<file path="src/rtl/keypad_emulator.sv">
// keypad_emulator
// Emulates one key of a 4x4 matrix keypad. A press request starts an
// optional contact-bounce phase, holds the contact closed, then opens it
// for a release period before signalling completion. The row lines are a
// combinational function of the scanner's column drive, so a scanner sees
// the closed contact with zero clock latency.
module keypad_emulator #(
    parameter int unsigned PRESS_CYC   = 64,  // closed cycles after bounce, 1..65535
    parameter int unsigned RELEASE_CYC = 16,  // open cycles before completion, 1..65535
    parameter int unsigned BOUNCE_CYC  = 4    // bounce cycles at press start, 0..255
) (
    input  logic       clk,
    input  logic       reset,      // asynchronous, active-low
    input  logic [3:0] col,        // active-low column drive from scanner
    output logic [3:0] row,        // active-low row lines back to scanner
    input  logic       key_req,    // press request, only honoured when idle
    input  logic [3:0] key_code,   // [3:2] column index, [1:0] row index
    input  logic       bounce_en,  // request a bounce phase for this press
    output logic       busy,
    output logic       done,
    output logic       contact
);

    // Phase counters are 16 bits so the longest legal phase (65535 cycles)
    // fits; the counter only ever reaches phase length minus one.
    localparam int unsigned CNT_W = 16;

    // Terminal counts: a phase of N cycles ends when the counter reads N-1.
    // BOUNCE_LAST is meaningless when BOUNCE_CYC is zero, but the bounce
    // state is never entered in that case.
    localparam logic [CNT_W-1:0] PRESS_LAST   = CNT_W'(PRESS_CYC - 1);
    localparam logic [CNT_W-1:0] RELEASE_LAST = CNT_W'(RELEASE_CYC - 1);
    localparam logic [CNT_W-1:0] BOUNCE_LAST  = CNT_W'(BOUNCE_CYC - 1);
    localparam logic             BOUNCE_ON    = (BOUNCE_CYC > 0);

    typedef enum logic [1:0] {
        IDLE    = 2'd0,
        BOUNCE  = 2'd1,
        HOLD    = 2'd2,
        RELEASE = 2'd3
    } state_t;

    state_t           state_q,   state_d;
    logic [CNT_W-1:0] cnt_q,     cnt_d;
    logic             contact_q, contact_d;
    logic             done_q,    done_d;
    logic [3:0]       key_q,     key_d;
    logic             bounce_q,  bounce_d;

    logic [1:0]       key_col;
    logic [1:0]       key_row;
    logic             col_driven;

    // State, counter, contact and latched request registers.
    always_ff @(posedge clk or negedge reset) begin
        if (!reset) begin
            state_q   <= IDLE;
            cnt_q     <= '0;
            contact_q <= 1'b0;
            done_q    <= 1'b0;
            key_q     <= 4'b0000;
            bounce_q  <= 1'b0;
        end else begin
            state_q   <= state_d;
            cnt_q     <= cnt_d;
            contact_q <= contact_d;
            done_q    <= done_d;
            key_q     <= key_d;
            bounce_q  <= bounce_d;
        end
    end

    // Next-state logic. contact_d is the contact value for the next cycle,
    // so contact is always a clean register output aligned with the state.
    always_comb begin
        state_d   = state_q;
        cnt_d     = cnt_q;
        contact_d = contact_q;
        done_d    = 1'b0;
        key_d     = key_q;
        bounce_d  = bounce_q;

        case (state_q)
            IDLE: begin
                contact_d = 1'b0;
                cnt_d     = '0;
                if (key_req) begin
                    // Request and its options are latched once here and
                    // are not looked at again until the sequence ends.
                    key_d     = key_code;
                    bounce_d  = bounce_en;
                    contact_d = 1'b1;
                    if (bounce_en && BOUNCE_ON) begin
                        state_d = BOUNCE;
                    end else begin
                        state_d = HOLD;
                    end
                end
            end

            BOUNCE: begin
                if (cnt_q == BOUNCE_LAST) begin
                    state_d   = HOLD;
                    cnt_d     = '0;
                    contact_d = 1'b1;
                end else begin
                    // Contact starts closed on entry and flips every cycle.
                    cnt_d     = cnt_q + 1'b1;
                    contact_d = ~contact_q;
                end
            end

            HOLD: begin
                if (cnt_q == PRESS_LAST) begin
                    state_d   = RELEASE;
                    cnt_d     = '0;
                    contact_d = 1'b0;
                end else begin
                    cnt_d     = cnt_q + 1'b1;
                    contact_d = 1'b1;
                end
            end

            RELEASE: begin
                contact_d = 1'b0;
                if (cnt_q == RELEASE_LAST) begin
                    // Completion is flagged in the first idle cycle, during
                    // which a new request is already accepted.
                    state_d = IDLE;
                    cnt_d   = '0;
                    done_d  = 1'b1;
                end else begin
                    cnt_d = cnt_q + 1'b1;
                end
            end

            default: begin
                state_d   = IDLE;
                cnt_d     = '0;
                contact_d = 1'b0;
            end
        endcase
    end

    // Split the latched key into its column and row indices and see whether
    // the scanner is currently driving the pressed key's column.
    assign key_col    = key_q[3:2];
    assign key_row    = key_q[1:0];
    assign col_driven = ~col[key_col];

    // Row lines: only the pressed key's row is pulled low, and only while
    // the contact is closed and its column is driven. Any other column bits
    // being driven at the same time do not matter.
    generate
        for (genvar gi = 0; gi < 4; gi++) begin : g_row
            assign row[gi] = ~(contact_q & col_driven & (key_row == 2'(gi)));
        end
    endgenerate

    assign busy    = (state_q != IDLE);
    assign done    = done_q;
    assign contact = contact_q;

endmodule

</file>
<file path="config.mk">
export PLATFORM = sky130hd
export DESIGN_NAME = keypad_emulator
export DESIGN_NICKNAME = d
export VERILOG_FILES = /design/src/rtl/keypad_emulator.sv
export SDC_FILE = /design/constraint.sdc
export NUM_CORES = 1
export LEC_CHECK = 0
export ABC_AREA = 1
export CORE_MARGIN = 2
export CORE_UTILIZATION = 45
export DETAILED_ROUTE_END_ITERATION = 10
export MAX_ROUTING_LAYER = met4
export PLACE_DENSITY = 0.65
export SLEW_MARGIN = 0
export SYNTH_ARGS = -nofsm -noshare
export SYNTH_HDL_FRONTEND = slang
export SYNTH_SLANG_ARGS = --single-unit
</file>
<file path="constraint.sdc">
create_clock -name clk -period 1.9 [get_ports clk]
set_input_delay 0.19 -clock clk [delete_from_list [all_inputs] [get_ports clk]]
set_output_delay 0.19 -clock clk [all_outputs]
set_load 0.05 [all_outputs]
</file>
==> results.json, run 1 <==
{
  "drive_gt1_frac": 0.0905,
  "synth_fp_nets": 195,
  "fp.dieW_microns": 59.3,
  "drt-initial-drc-count": 32,
  "synthFlopType": "dfrtp_1",
  "antenna_cells": 0,
  "core_sq_um": 2980,
  "rsz0062_at_grt": "false",
  "start_util": 0.462,
  "num-fill-cells": 272,
  "grt_use_met2": 0.273,
  "layout.nets": 218,
  "dieArea_sq_um": 3510,
  "crit_arrival_ns": 1.54,
  "path_clk_slew_ns": 0.13,
  "setup_viol": 0,
  "cts_max_path_buffers": 2,
  "relSlewSlack": 0.668,
  "grt_overflow": 0,
  "slowest_stage": "clkdlybuf4s50_1",
  "path_class": "flop to output port",
  "clock-sinks": 24,
  "ant_nets": 0,
  "finClkSkew_ns": 0.00247,
  "leakage_nw": 0.786,
  "drv_slew": 0,
  "synth_top_cell_area_share": 0.437,
  "yosysTopAreaCell": "dfrtp_1",
  "syn_inst": 177,
  "ys_async_sr_fraction": 1.00,
  "slowest_delay_ns": 0.82,
  "htree_num_levels": 1,
  "grt_util_met1": 0.196,
  "tns_ns": 0,
  "synth_enable_flop_cells": 0,
  "io_buffers": 18,
  "hold_class": "primary input to async pin",
  "min_period_ns": 1.73,
  "vias": 1133,
  "cpLargestDelayFamily": "buffers and inverters",
  "maxCapViolations": 0,
  "path_max_fanout": 3,
  "cts-buffers-inserted": 3,
  "worstPathBufferInverterCount": 1,
  "multi_input_area_sq_um": 688,
  "post-route-period-util": 0.909,
  "seq_area_sq_um": 601,
  "startpoint": "contact$_DFF_PN0_",
  "use_met3": 0.0197,
  "drtPass1Iterations": 5,
  "cts_tree": "yes",
  "routed_wl_microns": 2590,
  "status": "finished, final reports clean",
  "grt_usage": 0.163,
  "gp_congestion": 0.871,
  "drcViolationCount": 0,
  "ctsResizeCount": 0,
  "cp-end-kind": "output port",
  "die-height_microns": 59.3,
  "grt_max_degree": 25,
  "avgSynthCellArea_sq_um": 7.77,
  "gr-max-usage-layer": "met2",
  "wl_per_cell_microns": 11.2,
  "syn2layout_area_growth_pct": 21.2,
  "holdBufCountCts": 0,
  "synthTopCellsByArea": "dfrtp_1 (44%), nor2_1 (12%), nand2_1 (11%)",
  "ys_types": 23,
  "power_density_nw_per_um2": 1120,
  "dpl.hpwl_microns": 1950,
  "std_cell_rows": 20,
  "ys_seq_area_frac": 0.437,
  "viasPerCell": 4.88,
  "synth_most_common_cell": "nor2_1",
  "place_area_sq_um": 1630,
  "grt_pass1_wl_microns": 4200,
  "grt_pass1_vias": 1024,
  "synth-seq-cells": 24,
  "io_pins": 19,
  "peakVddDrop_mv": 0.546,
  "root_buffer": "clkbuf_4",
  "final_cell_area_sq_um": 1670,
  "crit_chain": "clkdlybuf4s50_1",
  "max_freq_mhz": 579,
  "synth-warning-count": 0,
  "hold_violations": 0,
  "synth_area_sq_um": 1380,
  "antenna_found_initial": 0,
  "post_cts_buffers": 0,
  "r2r-start": "cnt_q[0]$_DFF_PN0_",
  "ys_top_cells_by_count": "nor2_1 (44), nand2_1 (40), dfrtp_1 (24), inv_1 (19), xor2_1 (9)",
  "worst_pin_slew_ns": 0.496,
  "worstPathRequired_ns": 1.71,
  "start_kind": "flop",
  "worstSkewPairLatency_ns": 0.32
}
==> cell families after synthesis <==
kind of cell    after synthesis  share of synthesized area
flops                        24                      0.437
xor+xnor                     13                     0.0828
compound gates               12                     0.0510
fa+ha+maj                     6                     0.0546
simple gates                101                      0.312
buf+inv                      21                     0.0628
==> state kept, by name, summed over array words and instances, names as in the netlist <==
name / flops
key_q: 4
state_q: 2
done: 1
contact: 1
cnt_q: 16
==> per-layer routing <==
metal | part of all wire | up-vias
met3 | 0.029 | 5
li1 | - | 587
met2 | 0.49 | 22
met4 | 0.019 | 0
met1 | 0.46 | 519
met5 | 0 | -
==> power by group <==
part	switching [mW]	leakage [nW]	internal (mW)
Sequential	0.0631	0.316	0.602
Clock	0.155	0.0210	0.117
Combinational	0.596	0.449	0.329
Total	0.814	0.786	1.05
==> through the flow <==
step / utilization / setup WS [ns] / hold WS (ns) / power [mW] / std cells
4_1_cts: 0.560 / 0.156 / 0.211 / 1.89 / 232
3_3_place_gp: 0.547 / 0.407 / 0.445 / 1.57 / 228
6_report: 0.560 / 0.172 / 0.201 / 1.86 / 232
5_1_grt: 0.560 / 0.0251 / 0.247 / 2.00 / 232
2_1_floorplan: - / 0.413 / -0.106 / 1.33 / 177
3_5_place_dp: 0.547 / 0.358 / 0.468 / 1.61 / 228
==> layout by cell type (no fill, tap or decap), types with 3 or more instances in the layout <==
cell	instances
a21oi_1	4
buf_12	4
clkbuf_4	3
clkdlybuf4s50_1	13
dfrtp_1	24
ha_1	6
inv_1	19
nand2_1	40
nand3_1	5
nor2_1	44
o21ai_0	4
xnor2_1	4
xor2_1	9
==> final timing paths <==
check                      slack, ns                   end  cells past startpoint
max                             0.17               contact                      1
min                             0.20   cnt_q[13]$_DFF_PN0_                      2
max reg2reg                     0.33   cnt_q[11]$_DFF_PN0_                      8
min reg2reg                     0.48    cnt_q[0]$_DFF_PN0_                      1
max in group asynchronous       1.47     contact$_DFF_PN0_                      2
min in group clk                0.45  key_q[2]$_DFFE_PN0P_                      3
==> cell type report <==
| type | instances | share of cell area |
|---|---|---|
| Tap cell | 33 | 0.0248 |
| Timing Repair Buffer | 19 | 0.135 |
| Inverter | 20 | 0.0450 |
| Clock buffer | 4 | 0.0218 |
| Sequential cell | 24 | 0.360 |
| Multi-Input combinational cell | 132 | 0.413 |
Note: power is estimated with default switching activity, not from simulation.
==> run 2: changes to the inputs <==
--- a/config.mk
+++ b/config.mk
@@ -11,6 +11,7 @@
 export DETAILED_ROUTE_END_ITERATION = 10
 export MAX_ROUTING_LAYER = met4
 export PLACE_DENSITY = 0.65
+export SETUP_SLACK_MARGIN = 0.15
 export SLEW_MARGIN = 0
 export SYNTH_ARGS = -nofsm -noshare
 export SYNTH_HDL_FRONTEND = slang
==> run 2 against run 1 <==
Against the previous run: first-iteration DRC count down 9.4%; combinational power increased by 3.3%; global-route usage unchanged; largest power group unchanged; via count up 1.9%; sequential share of layout area is 0.43 points lower; core utilization rose by 0.67 points; largest cell class unchanged; non-clock buffer count stayed put; total power grew 2.1%; die area stayed put; sequential power is 1% higher.
==> results.json, run 2 (synthesis gave the netlist of run 1 again) <==
{
  "grt_pass1_vias": 1024,
  "reg_top3": "cnt_q: 16 flops, key_q: 4 flops, state_q: 2 flops",
  "placed_cells": 228,
  "drcViolationCount": 0,
  "io_pins": 19,
  "grt_pass1_wl_microns": 4200,
  "post-route-period-util": 0.869,
  "grt_max_degree": 25,
  "hold_violations": 0,
  "root_buffer": "clkbuf_4",
  "die-height_microns": 59.3,
  "total_power_mw": 1.90,
  "drv_slew": 0,
  "status": "finished, final reports clean",
  "top_register": "cnt_q",
  "worstPathRequired_ns": 1.71,
  "peakVddDrop_mv": 0.546,
  "r2r-start": "cnt_q[0]$_DFF_PN0_",
  "rsz0062_at_grt": "true",
  "layout_commonest_cell": "nor2_1",
  "std_cell_rows": 20,
  "use_met3": 0.0197,
  "hold_class": "primary input to async pin",
  "cp-end-kind": "output port",
  "leakage_nw": 0.795,
  "tns_ns": 0,
  "start_util": 0.462,
  "worstSkewPairLatency_ns": 0.32,
  "worstPathBufferInverterCount": 1,
  "wl_per_cell_microns": 11.3,
  "antenna_cells": 0,
  "path_class": "flop to output port",
  "routed_wl_microns": 2630,
  "setup_viol": 0,
  "layout.cells.non_filler": 232,
  "fp.dieW_microns": 59.3,
  "crit_arrival_ns": 1.46,
  "grt_util_met1": 0.196,
  "relSlewSlack": 0.662,
  "maxCapViolations": 0,
  "grt_usage": 0.163,
  "r2r-end": "cnt_q[11]$_DFF_PN0_",
  "syn2layout_area_growth_pct": 22.7,
  "slowest_delay_ns": 0.79,
  "post-route-util": 0.566,
  "worst_pin_slew_ns": 0.507,
  "min_period_ns": 1.65,
  "antenna_found_initial": 0,
  "startpoint": "done$_DFF_PN0_",
  "grt_overflow": 0,
  "layout.nets": 218,
  "drtPass1Iterations": 4,
  "dieArea_sq_um": 3510,
  "crit_chain": "clkdlybuf4s50_1",
  "max_freq_mhz": 606,
  "cpLargestDelayFamily": "buffers and inverters",
  "path_clk_slew_ns": 0.13,
  "core_sq_um": 2980,
  "num-fill-cells": 269,
  "largest_reg_flops": 16,
  "r2r_cells": 8,
  "slowest_stage": "clkdlybuf4s50_1",
  "drive_gt1_frac": 0.121,
  "mostFrequentLayoutCells": "nor2_1 (41), nand2_1 (40), dfrtp_1 (24), inv_1 (18), clkdlybuf4s50_1 (12)",
  "power_density_nw_per_um2": 1130,
  "grt_use_met2": 0.273,
  "dpl.hpwl_microns": 1950,
  "finClkSkew_ns": 0.00118,
  "cts-buffers-inserted": 3,
  "drt-initial-drc-count": 29,
  "r2r_slack_ns": 0.34,
  "cts_tree": "yes",
  "ant_nets": 0,
  "clock-sinks": 24,
  "cts_max_path_buffers": 2,
  "gr-max-usage-layer": "met2",
  "path_max_fanout": 1,
  "vias": 1154,
  "io_buffers": 18,
  "start_kind": "flop",
  "gp_congestion": 0.871,
  "htree_num_levels": 1,
  "viasPerCell": 4.97
}
[run 2: layout make-up]
type,count,area [sq um],area share
clock buffer,4,36.3,0.0215
timing repair buffer,19,228,0.135
multi-input combinational,132,706,0.418
tap,33,41.3,0.0245
inverter,20,75.1,0.0445
sequential,24,601,0.356
[run 2: repair_timing]
action / 4_1_cts / 5_1_grt
buffers inserted: 0 / 0
setup endpoints to repair: 0 / 5
resized for setup: 0 / 9
hold buffers: 0 / 0
[run 2: routing by layer]
metal | up-vias | part of all wire
li1 | 587 | -
met1 | 540 | 0.46
met2 | 22 | 0.49
met3 | 5 | 0.026
met4 | 0 | 0.018
met5 | - | 0
[run 2: worst max path at each step]
stage                                endpoint  slack, ns  cells after the start
after floorplan                        row[0]       0.41                      3
after global placement                 row[0]       0.41                      6
after detailed placement  cnt_q[14]$_DFF_PN0_       0.36                      8
after CTS                             contact       0.16                      1
after global routing                   row[2]       0.15                      6
final                                    done       0.25                      1
[run 2: stage by stage]
step	setup WS (ns)	cell area, sq um	hold WS, ns
after global placement	0.407	1630	0.445
after global routing	0.148	1690	0.247
final	0.250	1690	0.202
after floorplan	0.413	1380	-0.106
after detailed placement	0.358	1630	0.468
after CTS	0.156	1670	0.211
[run 2: power by group]
part	internal, mW	leakage, nW	switching, mW
clock	0.117	0.0210	0.155
combinational	0.343	0.458	0.615
sequential	0.602	0.316	0.0710
total	1.06	0.795	0.841
